File: config.mk
export PLATFORM = sky130hd
export DESIGN_NAME = fifo_rd_ptr_empty
export DESIGN_NICKNAME = d
export VERILOG_FILES = /design/src/rtl/fifo_rd_ptr_empty.sv
export SDC_FILE = /design/constraint.sdc
export NUM_CORES = 1
export LEC_CHECK = 0
export ABC_AREA = 1
export CORE_ASPECT_RATIO = 0.8
export CORE_MARGIN = 2
export CORE_UTILIZATION = 35
export CTS_CLUSTER_DIAMETER = 40
export DETAILED_ROUTE_END_ITERATION = 10
export HOLD_SLACK_MARGIN = 0.08
export PLACE_DENSITY = 0.71
export SYNTH_ARGS = -nofsm -noshare
export SYNTH_HDL_FRONTEND = slang
export SYNTH_SLANG_ARGS = --single-unit
File: constraint.sdc
create_clock -name clk -period 2.65 [get_ports clk]
set_input_delay 0.6625 -clock clk [delete_from_list [all_inputs] [get_ports clk]]
set_output_delay 0.6625 -clock clk [all_outputs]
set_load 0.05 [all_outputs]
File: src/rtl/fifo_rd_ptr_empty.sv
// rtl/fifo_rd_ptr_empty.sv - read-domain pointer, Gray pointer export and empty/level status of the async FIFO
//
// Optional feature macro: RD_UNDERFLOW_FLAG_EN (sticky read-while-empty flag).
//
// Ports:
//   clk          read-domain clock
//   rst_n        asynchronous active-low reset
//   rd_inc       read request from the consumer
//   sync_wr_ptr  Gray write pointer, already synchronized into clk
//   rd_accept    rd_inc & ~empty, memory read enable (combinational)
//   rd_addr      binary memory read address
//   rd_ptr       registered Gray read pointer for the write-domain synchronizer
//   empty        registered empty flag
//   almost_empty registered, level <= AE_LEVEL
//   rd_level     registered fill level, 0..2^ADDR_SIZE
//   underflow    sticky read-while-empty flag (0 unless RD_UNDERFLOW_FLAG_EN)

module fifo_rd_ptr_empty #(
    parameter int ADDR_SIZE = 3,
    parameter int PTR_SIZE  = ADDR_SIZE + 1,
    parameter int AE_LEVEL  = 1
) (
    input  logic                 clk,
    input  logic                 rst_n,
    input  logic                 rd_inc,
    input  logic [PTR_SIZE-1:0]  sync_wr_ptr,
    output logic                 rd_accept,
    output logic [ADDR_SIZE-1:0] rd_addr,
    output logic [PTR_SIZE-1:0]  rd_ptr,
    output logic                 empty,
    output logic                 almost_empty,
    output logic [PTR_SIZE-1:0]  rd_level,
    output logic                 underflow
);

    localparam logic [PTR_SIZE-1:0] AE_THRESH = PTR_SIZE'(AE_LEVEL);

    logic [PTR_SIZE-1:0] rd_bin;
    logic [PTR_SIZE-1:0] rd_bin_next;
    logic [PTR_SIZE-1:0] rd_gray_next;
    logic [PTR_SIZE-1:0] wr_bin;
    logic [PTR_SIZE-1:0] level_next;

    // A read while empty is dropped here, so the pointer can never pass the writer.
    assign rd_accept    = rd_inc & ~empty;
    assign rd_bin_next  = rd_bin + {{(PTR_SIZE-1){1'b0}}, rd_accept};
    assign rd_gray_next = rd_bin_next ^ (rd_bin_next >> 1);
    assign rd_addr      = rd_bin[ADDR_SIZE-1:0];

    // Gray to binary: each bit is the XOR of itself and every more significant bit.
    always_comb begin
        wr_bin = sync_wr_ptr;
        for (int i = 1; i < PTR_SIZE; i++) begin
            wr_bin = wr_bin ^ (sync_wr_ptr >> i);
        end
    end

    // Level uses the post-read pointer so status reflects the word just consumed.
    assign level_next = wr_bin - rd_bin_next;

    always_ff @(posedge clk or negedge rst_n) begin
        if (!rst_n) begin
            rd_bin       <= '0;
            rd_ptr       <= '0;
            empty        <= 1'b1;
            almost_empty <= 1'b1;
            rd_level     <= '0;
        end else begin
            rd_bin       <= rd_bin_next;
            rd_ptr       <= rd_gray_next;
            empty        <= (rd_gray_next == sync_wr_ptr);
            almost_empty <= (level_next <= AE_THRESH);
            rd_level     <= level_next;
        end
    end

`ifdef RD_UNDERFLOW_FLAG_EN
    logic underflow_q;

    always_ff @(posedge clk or negedge rst_n) begin
        if (!rst_n) begin
            underflow_q <= 1'b0;
        end else if (rd_inc && empty) begin
            underflow_q <= 1'b1;
        end
    end

    assign underflow = underflow_q;
`else
    assign underflow = 1'b0;
`endif

endmodule

# ---- Word-level counts from Yosys, hierarchy flattened
# Index checks and enable logic that the tools add are counted.
dict set report totals {
  word_cells 15
  output_inout_bits 15
  inputBits 7
  ff_bits 14
}
dict set report op_classes {
  bitwise_logic 6
  n_lt_le_gt_ge 1
  n_eq_ne 1
  add_sub_neg 2
}
# operator count
set op_table {}
lappend op_table {{bitwise XOR 4 x 3 -> 4 bit} 2}
lappend op_table {{adder 4 x 1 -> 4 bit} 1}
lappend op_table {{equality test 4 bit} 1}
lappend op_table {{<= comparator 4 x 1 -> 1 bit (second input constant)} 1}
lappend op_table {{subtractor 4 bit} 1}
lappend op_table {{bitwise XOR 4 x 1 -> 4 bit} 1}
lappend op_table {{bitwise XOR 4 x 2 -> 4 bit} 1}
lappend op_table {{AND 1 bit} 1}
lappend op_table {{inverter 1 bit} 1}

# ---- Longest topological paths before layout
# Gate-level depths: netlist of run 1.
dict set report logic_depth {
  depth_word 5
  ltp_mapped 16
  depth_no_buf 16
}

# ---- Worst setup path after synthesis of run 1
# Ideal clock, no wire load.
dict set report synth_path {
  path_kind {in2reg}
  startpoint {input rd_inc}
  endpoint {register almost_empty}
  path_stages 15
  setup_slack_ns -0.362
  required_time_ns 2.583
  arrival_time_ns 2.944
  path_cell_list {inv_1 -> nor2_1 -> ha_1 -> ha_1 -> inv_1 -> nand3_4 -> nand2_1 -> inv_1 -> ha_1 -> inv_1 -> nand2_2 -> nand2_2 -> nand2_2 -> or2_0 -> nor2_1}
}
dict set report synth_via {
  elab_chain_len 4
}
# element line
set synth_rtl {}
lappend synth_rtl {{start, declared} 25} ;# input logic rd_inc,
lappend synth_rtl {{AND 1 bit} 45} ;# assign rd_accept = rd_inc & ~empty;
lappend synth_rtl {{net rd_accept} 27} ;# output logic rd_accept,
lappend synth_rtl {{adder 4 x 1 -> 4 bit} 46} ;# assign rd_bin_next = rd_bin + {{(PTR_SIZE-1){1'b0}}, rd_accept};
lappend synth_rtl {{net rd_bin_next[1]} 39} ;# logic [PTR_SIZE-1:0] rd_bin_next;
lappend synth_rtl {{subtractor 4 bit} 59} ;# assign level_next = wr_bin - rd_bin_next;
lappend synth_rtl {{net level_next[2]} 42} ;# logic [PTR_SIZE-1:0] level_next;
lappend synth_rtl {{<= comparator 4 x 1 -> 1 bit} 72} ;# almost_empty <= (level_next <= AE_THRESH);
lappend synth_rtl {{end signal, assigned} 72}
lappend synth_rtl {{end, declared} 31} ;# output logic almost_empty,
# The timed path passes the listed nets, and every way through them passes these cells.

# ---- Worst setup path after layout of run 1
dict set report layout_path {
  startpoint {input rd_inc}
  endpoint {register almost_empty}
}
dict set report layout_via {
  elab_chain_len 4
}
# element line
set layout_rtl {}
lappend layout_rtl {{AND 1 bit} 45}
lappend layout_rtl {{adder 4 x 1 -> 4 bit} 46}
lappend layout_rtl {{net rd_bin_next[1]} 39}
lappend layout_rtl {{subtractor 4 bit} 59}
lappend layout_rtl {{net level_next[2]} 42}
lappend layout_rtl {{<= comparator 4 x 1 -> 1 bit} 72}
# The timed path passes the listed nets, and every way through them passes these cells.

==> results of run 1 <==
[cell families (layout without fill, tap and decap cells)]
group,after synthesis,in the layout
buffers and inverters,15,48
other,1,1
AND/OR/NAND/NOR,38,38
XOR/XNOR,7,7
adder cells (fa/ha/maj),5,5
flip-flops,13,13
[area by class of cell]
type | instances | area [um^2] | area share [%]
clock buffer | 4 | 26.3 | 2.43
inverter | 14 | 52.6 | 4.86
timing repair buffer | 30 | 285 | 26.4
tap | 24 | 30.0 | 2.77
multi-input combinational | 51 | 360 | 33.3
sequential | 13 | 328 | 30.3
[cell usage after synthesis]
cell type	instances
xor2_2	1
nor2_1	6
xnor2_1	1
conb_1	1
xor2_1	4
nand3_4	1
nand2_1	15
nand3_1	6
buf_4	1
nand2_2	5
or2_4	1
ha_1	5
or2_0	1
nand3_2	2
nand2_4	1
xnor3_1	1
dfrtp_1	11
inv_2	1
inv_1	13
dfstp_2	2
[flip-flops by register name (all words and copies together), names as in the netlist]
name / flops
empty: 1
rd_ptr: 3
rd_level: 4
rd_bin: 4
almost_empty: 1
[worst max-delay path, stage by stage]
cell             delay, ps
clkdlybuf4s50_1        400
inv_1                   90
nor2_4                  40
ha_1                   190
ha_1                   340
inv_2                   90
nand3_4                 70
nand2_1                 60
inv_1                   40
ha_1                   180
inv_1                   90
nand2_2                 60
nand2_2                 50
nand2_2                 50
or2_0                  190
nor2_1                 120
[path summary, 6_finish.rpt]
| kind | to | startpoint | slack (ps) | cells after the start |
|---|---|---|---|---|
| max | almost_empty$_DFF_PN1_ | rd_inc | 140 | 16 |
| min | rd_bin[0]$_DFF_PN0_ | rd_bin[0]$_DFF_PN0_ | 590 | 1 |
| max reg2reg | almost_empty$_DFF_PN1_ | empty$_DFF_PN1_ | 470 | 14 |
| min reg2reg | rd_bin[0]$_DFF_PN0_ | rd_bin[0]$_DFF_PN0_ | 590 | 1 |
| max in group asynchronous | almost_empty$_DFF_PN1_ | rst_n | 1520 | 1 |
| min in group asynchronous | rd_ptr[2]$_DFF_PN0_ | rst_n | 750 | 1 |
[timing repair]
| action | in CTS | in global routing |
|---|---|---|
| setup endpoints to repair | 0 | 1 |
| gates resized for setup | 0 | 1 |
| setup buffers | 0 | 0 |
[metal layers]
layer  GRT usage (%)  vias up  wire length, um
met5               0        -                0
met4            7.32        0               18
met3            3.44        2               78
met2            21.2       16              597
met1            13.5      258              583
li1                -      305                -
[per-stage QoR]
stage / TNS (ps) / setup WS (ps) / instance area [um^2] / instances / util (%)
3_3_place_gp: -113 / -112 / 1060 / 132 / 54.3
5_1_grt: 0 / 11.8 / 1080 / 136 / 55.7
2_1_floorplan: 0 / 101 / 748 / 79 / -
6_report: 0 / 141 / 1080 / 136 / 55.7
4_1_cts: 0 / 98.2 / 1080 / 136 / 55.7
3_5_place_dp: -205 / -170 / 1060 / 132 / 54.3
==> results.ini, run 1 <==
[global_routing]
grt_pass1_vias=560
grt_usage_pct=12.1
grt_start_max_net_pins=14
antenna_found_initial=0
overflow=0
grt_pass1_wl_um=2240

[cts]
cts_hold_buf=0
clkTransAtPathRegs_ps=70
clock_path_buffers=2
cts-buffers-inserted=3
htree_levels=1
cts_tree=done
clock_sinks=13
clock_latency_ps=260
cts-root-buf=clkbuf_4

[synthesis]
synth_area_um2=741
synth-simple-area-share_pct=27.5
synth-seq-cells=13
synthAdderAreaFrac_pct=8.45
synth_top_area_share_pct=37.2
ys_seq_area_share_pct=44.3
ys_warn_count=0
synth_xor_area_share_pct=11.1
synth-compound-area-share_pct=0
synthDistinctLibCells=20
synth_top_area_cell=dfrtp_1
syn_inst=79
syn_area_per_cell_um2=9.38
synth_nets=91
yosys-top-cells-area=dfrtp_1 37%, ha_1 8.4%, nand2_1 7.6%
synth_top_family_by_area=simple AND/OR/NAND/NOR gates
synth_mux_area_share_pct=0

[worst_setup_path]
crit_path_start_kind=input pin
cp.arrival_ps=2710
crit_required_ps=2850
path_class=input pin to flip-flop
end_kind=flip-flop
path_max_fanout=3

[routing]
dr_total_vias=581
antenna_left=0
drt-wirelength-per-cell_um=9.39
viasPerCell=4.27
drc=0
drt_iter0_drc=4
routed_wl_um=1280
dr.pass1.iters=2

[placed_design]
place.port_buffers=20
dp_hpwl_um=1140
finalWeightedCongestion=0.703

[final_layout]
area_growth_pct=46.1
num_antenna_cells=0
final_cell_mix=19 x clkdlybuf4s50_1, 15 x nand2_1, 12 x inv_1
drive_gt1_share_pct=26.8
final_common_cell=clkdlybuf4s50_1
fin_nets=125
fillers=183

[floorplan]
start_util_pct=38.1
fp.dieH_um=45.1
io_pins=22
fp.dieW_um=55.4
placeableCoreArea_um2=1940
placementRows=14
die_area_um2=2500

[timing]
drv_slew=0
period_share_pct=94.7
rsz0062_at_grt=no
fmax_ghz=0.399
period_needed_ps=2510
fin_skew_ps=3.82
hold_viol=0
final-setup-viol-count=0
tightest_slew_ps=556
max_slew_margin_pct=62.8
whs_ps=587

[run_status]
status=finished clean

[flow_run]
maxCapViolCount=0

[worst_hold_path]
hp-class=flip-flop to flip-flop

Power of run 1 is left out: the tool's default activity adds up to more than one toggle a clock period on the data nets, which glitch-free logic cannot reach.
==> inputs of run 2 (changes only) <==
--- a/config.mk
+++ b/config.mk
@@ -10,6 +10,7 @@
 export CORE_MARGIN = 2
 export CORE_UTILIZATION = 35
 export CTS_CLUSTER_DIAMETER = 40
+export CTS_CLUSTER_SIZE = 16
 export DETAILED_ROUTE_END_ITERATION = 10
 export HOLD_SLACK_MARGIN = 0.08
 export PLACE_DENSITY = 0.71
==> constraint.sdc (replaced) <==
create_clock -name clk -period 2.65 [get_ports clk]
set_input_delay 0.6625 -clock clk [delete_from_list [all_inputs] [get_ports clk]]
set_output_delay 0.6625 -clock clk [all_outputs]
set_load 0.1 [all_outputs]
==> run 2 against run 1 <==
Net effect:
- utilization is 0.77 points lower
- wire length is 9.1% higher
- non-clock buffer count decreased by 2
- critical path depth down 1
- global-route usage increased by 1.2 points
- worst hold slack improved by 2.6 ps
- die area stayed put
- clock skew up 2.5 ps
- final cell count decreased by 1.5%
- sequential cell count unchanged
- final area down 1.4%
- sequential share of layout area up 0.43 points
- highest routed layer unchanged
==> results.ini, run 2 (synthesis results as in run 1) <==
[run_status]
status=finished clean

[worst_setup_path]
crit_required_ps=2870  ; +20 ps
crit_chain=clkdlybuf4s50_1, inv_1, nand2_1, nand3_2, nand2_1, xor2_2, ha_1, inv_1, ha_1, inv_1, nand2_2, nand2_2, nand2_2, or2_0, nor2_1
crit_slowest_cell=clkdlybuf4s50_1
crit_family=simple AND/OR/NAND/NOR gates
cp.arrival_ps=2620  ; -90 ps
path_class=input pin to flip-flop
crit_path_start_kind=input pin
end_kind=flip-flop
path_max_fanout=3  ; unchanged
cp_num_buf_inv=4  ; -1
slowest_delay_ps=490  ; +90 ps

[final_layout]
num_antenna_cells=0  ; unchanged
fin_nets=123  ; -1.6%
area_growth_pct=44.1
fillers=190  ; +3.8%
drive_gt1_share_pct=40.9  ; +14 points
regArea_um2=328  ; unchanged
final_common_cell=buf_4
final_cell_mix=21 x buf_4, 15 x nand2_1, 11 x inv_1, 11 x dfrtp_1
reg_top3=rd_bin: 4 flops, rd_level: 4 flops, rd_ptr: 3 flops
multi_input_area_um2=393  ; +9.0%

[routing]
routed_wl_um=1390  ; +9.1%
dr.pass1.iters=4  ; +2
drt-wirelength-per-cell_um=10.4  ; +11%
dr_total_vias=577  ; -0.69%
antenna_left=0  ; unchanged
drc=0  ; unchanged
viasPerCell=4.31  ; +0.79%
drt_iter0_drc=7  ; +3

[floorplan]
placeableCoreArea_um2=1940  ; unchanged
die_area_um2=2500  ; unchanged
start_util_pct=38.1  ; unchanged
placementRows=14  ; unchanged
fp.dieW_um=55.4  ; unchanged
io_pins=22  ; unchanged
fp.dieH_um=45.1  ; unchanged

[cts]
cts_hold_buf=0  ; unchanged
htree_levels=1  ; unchanged
cts-root-buf=clkbuf_4
clock_latency_ps=280  ; +20 ps
cts-buffers-inserted=3  ; unchanged
clock_path_buffers=2  ; unchanged
clkTransAtPathRegs_ps=80  ; about the same
cts_tree=done
clock_sinks=13  ; unchanged

[timing]
period_needed_ps=2400  ; -112 ps
fin_skew_ps=6.35  ; +2.53 ps
period_share_pct=90.4  ; -4.2 points
setup_ws_ps=254  ; +112 ps
max_slew_margin_pct=61.6  ; -1.2 points
fmax_ghz=0.417  ; +4.7%
final-setup-viol-count=0  ; unchanged
tightest_slew_ps=574  ; +18.1 ps
rsz0062_at_grt=no
hold_viol=0  ; unchanged
drv_slew=0  ; unchanged

[placed_design]
place.port_buffers=20  ; unchanged
dp_hpwl_um=1170  ; +3.2%
finalWeightedCongestion=0.716  ; +1.8%
place_worst_setup_slack_ps=-71.3  ; +98.4 ps

[global_routing]
grt_pass1_wl_um=2470  ; +11%
grt_start_max_net_pins=14  ; unchanged
grt_usage_pct=13.3  ; +1.2 points
grt_pass1_vias=574  ; +2.5%
antenna_found_initial=0  ; unchanged
overflow=0  ; unchanged

[worst_hold_path]
hp-class=flip-flop to flip-flop

[flow_run]
maxCapViolCount=0  ; unchanged

[run 2: cell count changes in the layout (fill, tap and decap cells not counted), sizes merged]
cell           previous run  this run
clkdlybuf4s50            19         6
buf                      11        22
[run 2: final cells by class]
cell class | count | area share (%)
timing repair buffer | 28 | 22.3
tap | 24 | 2.81
inverter | 14 | 4.92
multi-input combinational | 51 | 36.8
sequential | 13 | 30.7
clock buffer | 4 | 2.46
[run 2: metrics by stage]
step           cells  TNS (ps)  utilization [%]  hold slack, ps  cell area (um^2)
2_1_floorplan     79         0                -             367               773
3_3_place_gp     130         0             53.2             573              1030
3_5_place_dp     130     -71.3             53.2             579              1030
4_1_cts          134         0             54.5             599              1060
5_1_grt          134         0             54.9             635              1070
6_report         134         0             54.9             590              1070
[run 2: path summary, 6_finish.rpt]
kind	start	endpoint	slack (ps)	cells past startpoint
setup / recovery	sync_wr_ptr[2]	almost_empty$_DFF_PN1_	250	15
hold / removal	rd_bin[0]$_DFF_PN0_	rd_bin[0]$_DFF_PN0_	590	1
setup reg to reg	empty$_DFF_PN1_	almost_empty$_DFF_PN1_	650	15
hold reg to reg	rd_bin[0]$_DFF_PN0_	rd_bin[0]$_DFF_PN0_	590	1
max in group asynchronous	rst_n	empty$_DFF_PN1_	1520	1
min in group asynchronous	rst_n	rd_level[1]$_DFF_PN0_	740	1
[run 2: worst register-to-register path: stages (launching register included)]
cell and delay, ps:
dfstp_2 560, nor2_4 40, ha_4 160, ha_4 150, inv_1 40, nand2_1 50, nand2_2 80, inv_1 50
ha_1 300, inv_2 80, nor2_1 40, nor2_1 110, nand2_1 60, nand2_1 50, nand2_1 60, nor2_1 100
[run 2: layer usage]
layer / track usage, % / up-vias / routed length, um
met3: 1.15 / 2 / 63
met4: 8.78 / 0 / 17
met5: 0 / - / 0
met1: 16.4 / 261 / 640
li1: - / 297 / -
met2: 23.1 / 17 / 671
[run 2: repair_timing]
action | 4_1_cts | 5_1_grt
endpoints found under the setup margin | 0 | 1
buffers inserted | 0 | 0
gates resized for setup | 0 | 1
Power of run 2 is left out for the same reason.
